==> config.mk <==
export PLATFORM = sky130hd
export DESIGN_NAME = id_hazard_ctrl
export DESIGN_NICKNAME = d
export VERILOG_FILES = /design/src/rtl/id_hazard_ctrl.sv
export SDC_FILE = /design/constraint.sdc
export NUM_CORES = 1
export LEC_CHECK = 0
export ABC_AREA = 1
export BUFFER_PORTS_ARGS = -buffer_cell sky130_fd_sc_hd__buf_2
export CAP_MARGIN = 20
export CORE_MARGIN = 4
export CORE_UTILIZATION = 45
export CTS_BUF_LIST = sky130_fd_sc_hd__clkbuf_4 sky130_fd_sc_hd__clkbuf_8
export DETAILED_ROUTE_END_ITERATION = 7
export GPL_TIMING_DRIVEN = 0
export MAX_ROUTING_LAYER = met4
export PLACE_DENSITY = 0.78
export SLEW_MARGIN = 25
export SYNTH_ARGS = -nofsm -noshare
export SYNTH_HDL_FRONTEND = slang
export SYNTH_SLANG_ARGS = --single-unit
==> constraint.sdc <==
create_clock -name clk -period 1.6 [get_ports clk]
set_clock_uncertainty 0.05 [all_clocks]
set_input_delay 0.16 -clock clk [delete_from_list [all_inputs] [get_ports clk]]
set_output_delay 0.16 -clock clk [all_outputs]
set_load 0.01 [all_outputs]
==> src/rtl/id_hazard_ctrl.sv <==
// Decode-stage hazard controller: load-use / write-back stalls, branch and jump flushes, memory freeze.
// Optional build macro RF_BYPASS_EN: write-back hazards are bypassed via fwd_a/fwd_b instead of stalling.
module id_hazard_ctrl (
    input  logic        clk,
    input  logic        rst,
    input  logic [5:0]  id_op,
    input  logic [4:0]  id_rs,
    input  logic [4:0]  id_rt,
    input  logic        ex_mem_read,
    input  logic [4:0]  ex_rt,
    input  logic        ex_branch_taken,
    input  logic        wb_reg_write,
    input  logic [4:0]  wb_wr_reg,
    input  logic        ext_stall,
    output logic        pc_write,
    output logic        ifid_write,
    output logic        ifid_flush,
    output logic        idex_bubble,
    output logic        fwd_a,
    output logic        fwd_b,
    output logic [1:0]  state,
    output logic [15:0] stall_count
);

    typedef enum logic [1:0] {
        RUN    = 2'd0,
        STALL  = 2'd1,
        FLUSH  = 2'd2,
        FREEZE = 2'd3
    } state_t;

    state_t      state_q;
    state_t      state_d;
    logic [15:0] cnt_q;
    logic        cnt_inc;

    logic uses_rt;
    logic lu_haz;
    logic wb_rs_hit;
    logic wb_rt_hit;
    logic wb_haz;
    logic wb_stall;
    logic jmp;
    logic fwd_a_c;
    logic fwd_b_c;

    function automatic logic [15:0] sat_inc(input logic [15:0] v);
        return (v == 16'hFFFF) ? v : v + 16'd1;
    endfunction

    assign uses_rt = (id_op == 6'h00) || (id_op == 6'h04) ||
                     (id_op == 6'h05) || (id_op == 6'h2B);

    // Register 0 is hardwired zero, so it never creates a dependency.
    assign lu_haz = ex_mem_read && (ex_rt != 5'd0) &&
                    ((ex_rt == id_rs) || (uses_rt && (ex_rt == id_rt)));

    assign wb_rs_hit = wb_reg_write && (wb_wr_reg != 5'd0) && (wb_wr_reg == id_rs);
    assign wb_rt_hit = wb_reg_write && (wb_wr_reg != 5'd0) && uses_rt && (wb_wr_reg == id_rt);
    assign wb_haz    = wb_rs_hit || wb_rt_hit;
    assign jmp       = (id_op == 6'h02) || (id_op == 6'h03);

`ifdef RF_BYPASS_EN
    assign wb_stall = 1'b0;
    assign fwd_a_c  = wb_rs_hit;
    assign fwd_b_c  = wb_rt_hit;
`else
    assign wb_stall = wb_haz;
    assign fwd_a_c  = 1'b0;
    assign fwd_b_c  = 1'b0;
`endif

    // Priority chain; a jump waiting behind a stall or freeze flushes once it wins.
    always_comb begin
        pc_write    = 1'b1;
        ifid_write  = 1'b1;
        ifid_flush  = 1'b0;
        idex_bubble = 1'b0;
        fwd_a       = fwd_a_c;
        fwd_b       = fwd_b_c;
        state_d     = RUN;
        cnt_inc     = 1'b0;
        if (!rst) begin
            pc_write    = 1'b0;
            ifid_write  = 1'b0;
            ifid_flush  = 1'b1;
            idex_bubble = 1'b1;
            fwd_a       = 1'b0;
            fwd_b       = 1'b0;
        end else if (ex_branch_taken) begin
            ifid_flush  = 1'b1;
            idex_bubble = 1'b1;
            state_d     = FLUSH;
        end else if (ext_stall) begin
            pc_write    = 1'b0;
            ifid_write  = 1'b0;
            state_d     = FREEZE;
        end else if (lu_haz || wb_stall) begin
            pc_write    = 1'b0;
            ifid_write  = 1'b0;
            idex_bubble = 1'b1;
            state_d     = STALL;
            cnt_inc     = 1'b1;
        end else if (jmp) begin
            ifid_flush  = 1'b1;
            state_d     = FLUSH;
        end
    end

    always_ff @(posedge clk) begin
        if (!rst) begin
            state_q <= RUN;
            cnt_q   <= 16'd0;
        end else begin
            state_q <= state_d;
            if (cnt_inc) begin
                cnt_q <= sat_inc(cnt_q);
            end
        end
    end

    assign state       = state_q;
    assign stall_count = cnt_q;

endmodule

# Yosys cells after proc, flatten, opt, wreduce, memory -nomap -nowiden
# Index checks and enable logic that the tools add are counted.
# classes
n_eq_ne	10
reduce_logical	19
bitwise	2
n_addsub	1
shifts	0
mul	0
order_cmp	0
n_mux	19
n_div	0
# op_table
operator	count
$eq 5x5->1	4
$add 16x1->16 const B	1
$eq 16x16->1 const B	1
$mux 1	15
$eq 6x2->1 const B	2
$eq 6x3->1 const B	2
$reduce_bool 5->1	2
$mux 2	4
$logic_and 1x1->1	7
$logic_or 1x1->1	7
$eq 6x6->1 const B	1
$logic_not 6->1	1
$not 1->1	2
$reduce_and 2->1	1
$reduce_or 2->1	1
# totals
rom_bits	0
register_bits	18
output_inout_bits	24
in_bits	32
latch_bits	0
mem_bits_rw	0
n_memories	0

# Logic depth before layout (Yosys ltp)
# depth
word_depth	13
mapped_depth	14
depth_no_buf	14

# Worst setup path before layout
# Ideal clock, no wire load.
# synth_path
path_kind	register to register
startpoint	register cnt_q[0], in the netlist stall_count[0]
endpoint	register cnt_q[9], in the netlist stall_count[9]
required_time_ns	1.434
slack_ns	-0.111
stages_incl_launch_ff	12
period_less_slack_ns	1.711
arrival_time_ns	1.546
path_cell_list	dfxtp_1 > ha_1 > nand2_1 > nor3_2 > nand2_1 > nor3_2 > nor2_2 > nand3_4 > buf_6 > o21bai_2 > nand2_1 > nor2_1
# synth_between
elab_chain_len	3
word_cells_on_any_way	4
cone_classes	1 x add/sub; 1 x eq/ne; 1 x bitwise; 1 x reduce/logical
# synth_rtl
item	line	rtl
start: declaration	34	logic [15:0] cnt_q;
start signal: assignment	117	cnt_q <= sat_inc(cnt_q);
branches (longest 3 deep; another with $add 16x1->16)	-	
# Several ways; the timed one is not identified.
# A chain may end at the register's enable or synchronous reset.

# Final worst setup path
# layout_path
startpoint	register cnt_q[0], in the netlist stall_count[0]
endpoint	register cnt_q[13], in the netlist stall_count[13]
# Same word-level chain as after synthesis.

==> summary.md <==
| Metric | Value |
|---|---|
| Placed wire-length estimate | `about 2700 um` |
| Final hold vios | `0` |
| Critical Path End Type | `register` |
| Crit path arrival time | `between 1.5 and 2 ns` |
| Placed cells | `335` |
| CP Data Required Time | `1.76 ns` |
| Number of fill cells | `199` |
| Die X | `approximately 64 um` |
| Die ar. | `4138 um2` |
| Clk buf depth | `2` |
| Mapped Cells | `237` |
| Clock Sinks | `18` |
| Rows | `20` |
| R2R Setup Slk | `-0.21 ns` |
| H-Tree Depth | `1` |
| Cts bufs inserted | `3` |
| Design area | `2332 um2` |
| Final GP Congestion | `0.8279` |
| Ant. Diodes | `0` |
| Overall power | `approximately 1.0 mW` |
| WHS Endpoint | `state[1]` |
| CP Cell Sequence | `ha_4, nand2_4, nor3_4, nand2_2, nor3_4, nor2_4, buf_6, nand4_1, nand2_1, nor3b_2` |
| Worst Slack Setup Final | `-0.2096 ns` |
| Max Slew Vio Count | `0` |
| First-pass DRT Iterations | `4` |
| DR DRC count | `0` |
| Synth unique cells | `29` |
| Root buf cell | `clkbuf_4` |
| Post-route insts no fill | `357` |
| Failing checks | `negative setup slack` |
| First-pass GRT wire length | `7072 um` |
| TritonCTS clock tree | `done` |
| Final Routed Wirelength | `5243 um` |
| Pwr Density | `435.3 nW/um2` |
| Multi-input logic area | `1141 um2` |
| Grt total ovfl | `0` |
| Die H | `64.33 um` |
| Most common cell after layout, fill and taps aside | `nand2_1` |
| Bufs and invs on worst path | `1` |
| Synth top area cells | `dfxtp_1 25%, nand2_1 15%, nor2_1 12%, inv_1 11%, xor2_1 6.1%` |
| WL per Instance | `between 10 and 15 um` |
| Worst path max stage delay | `between 0.3 and 0.4 ns` |
| Critical path class | `reg -> reg` |
| Most frequent cells in the layout | `48 x nand2_1, 40 x buf_2, 32 x inv_1` |
| Ys Warns | `0` |
| Routing usage on met1 | `0.2543` |
| Initial Util | `0.4676` |
| Max rail drop VDD | `0.4647 mV` |
| Gr usage total | `0.2214` |
| Clock latency at the later pin of the worst-skew pair | `around 0.31 ns` |
| Clock period minus final worst setup slack | `~1.8 ns` |
| Sequential area share after synthesis | `0.2524` |
| Placed cell areas | `1772 um2` |
| Max-cap violations | `0` |
| Initial antenna violation count | `0` |
| Post-Syn Area per Cell | `6.024 um2` |
| Slowest cell on the critical path | `dfxtp_4` |
| Drt via density | `5.199` |
| Antenna-violating nets left | `0` |
| Most common cell on crit path | `nor3_4` |
| GRT Max-Usage Layer | `met2` |
| Vias in the first global route | `around 1,600` |
| Worst hold start | `ex_branch_taken` |
| Share of layout cells above drive strength 1 | `0.5112` |
| Status | `finished, violations left` |
| GR Util met2 | `0.3698` |
| Routing usage on met3 | `0.05800` |
| Nets | `between 300 and 400` |
| # setup viols final | `19` |
| RSZ-0062 raised after global routing | `yes` |
| Total number of vias | `1,856` |
| CTS Hold Bufs | `0` |
| Fmax | `0.5526 GHz` |
| Port Buf Inserts | `53` |
| CP delay by family, top | `simple AND/OR/NAND/NOR gates` |
| Worst min path class | `in -> reg` |
| Top cell type's share of synthesized area | `0.2524` |
| Reg2reg end | `stall_count[13]` |
| FF+latch area | `approximately 380 um2` |
| Worst r2r src | `stall_count[0]` |
| Flip-flop and latch count after synthesis | `18` |
| I/O pin cnt | `56` |
| FF-to-FF path depth | `10` |
| Post-Syn Area | `1428 um2` |
| Leakage power | `1.168 nW` |
| Hold Path Cell Cnt | `3` |
| Clk slew on worst S/H paths | `0.11 ns` |
| Largest net degree at the start of global routing | `11` |
| Tcrit/Tclk final | `1.131` |
| Core area | `3053 um2` |
| Startpoint class of the critical path | `register` |
| Starting DRT DRC Count | `135` |
| Largest area contributor in the synthesized netlist | `dfxtp_1` |
| Worst-path fanout max | `4` |
| Syn-to-layout area delta | `63.37%` |
[kinds of logic (layout without fill, tap and decap cells)]
group	Yosys count	in the layout	share of synthesized area
xor+xnor	14	14	0.08588
fa+ha+maj	1	1	0.008763
other cells	1	2	0.002627
simple gates	135	136	0.4242
flops	18	18	0.2524
buf+inv	47	121	0.1376
compound gates	21	21	0.08852
[power breakdown]
part	internal (mW)	total, mW	switching, mW
Clock	0.139	0.297	0.158
Combinational	0.132	0.275	0.143
Sequential	0.443	0.443	0.000866
Total	0.714	1.02	0.301
[final cells by class]
class                      count  share of cell area
buffer                         5             0.01824
tap                           44             0.02361
multi-input combinational    174              0.4893
timing repair buffer          70              0.2210
sequential                    18              0.1647
inverter                      42             0.06760
clock buffer                   4             0.01556
[synthesized netlist by cell type]
cell	number
buf_2	1
buf_6	1
o21ai_1	1
o21ai_2	2
conb_1	1
xor2_1	10
nor3_2	4
a21oi_1	7
nor2_2	1
or2_0	1
nand3_1	13
nor3_1	3
dfxtp_1	18
nand2_2	3
nand3_4	1
ha_1	1
nor3b_1	1
nand2_1	57
nand4_1	5
a31oi_1	1
nor2_1	44
buf_4	3
o21ai_0	8
nor3b_2	1
xnor2_1	4
o21bai_2	2
inv_2	1
or2_2	1
inv_1	41
[flip-flops by register name, summed over array words and instances (netlist names)]
register,flops
stall_count,16
state,2
[tightest hold or removal path: cells and delay by family]
| kind | cells | cell delay [ns] |
|---|---|---|
| compound gates | 1 | 0.09 |
| buf+inv | 2 | 0.19 |
[metrics by stage]
stage                     utilization  TNS [ns]  setup WS (ns)  hold WS, ns
after floorplan                     -   -0.1074       -0.02974       0.2266
after global placement         0.5803    -2.514        -0.2191       0.3629
after detailed placement       0.5803    -3.039        -0.2418       0.3697
after CTS                      0.6721    -1.373        -0.1356      0.05793
after global routing           0.7639    -4.631        -0.3213       0.1184
final                          0.7639    -2.436        -0.2096       0.1195
[worst max path at each step]
stage	depth (start not counted)	start	to	slack [ns]
detailed placement	14	wb_wr_reg[0]	pc_write	-0.24
CTS	11	stall_count[0]	stall_count[10]	-0.14
floorplan	10	stall_count[0]	stall_count[10]	-0.03
finish	10	stall_count[0]	stall_count[13]	-0.21
global placement	14	wb_wr_reg[0]	pc_write	-0.22
global route	12	stall_count[10]	stall_count[15]	-0.32
[metal layers]
metal / vias to the layer above / routed length [um]
met5: - / 0
met4: 0 / 121
met3: 13 / 426
met2: 108 / 2716
met1: 853 / 1978
li1: 882 / -
[timing repair]
| item | 4_1_cts | 5_1_grt |
|---|---|---|
| cloned | 2 | 0 |
| gates resized for setup | 41 | 80 |
| setup buffers | 10 | 7 |
| setup endpoints to repair | 19 | 20 |
| endpoints found under the hold margin | 0 | 0 |
| pin swaps | 16 | 49 |
(Power assumes the default switching activity.)
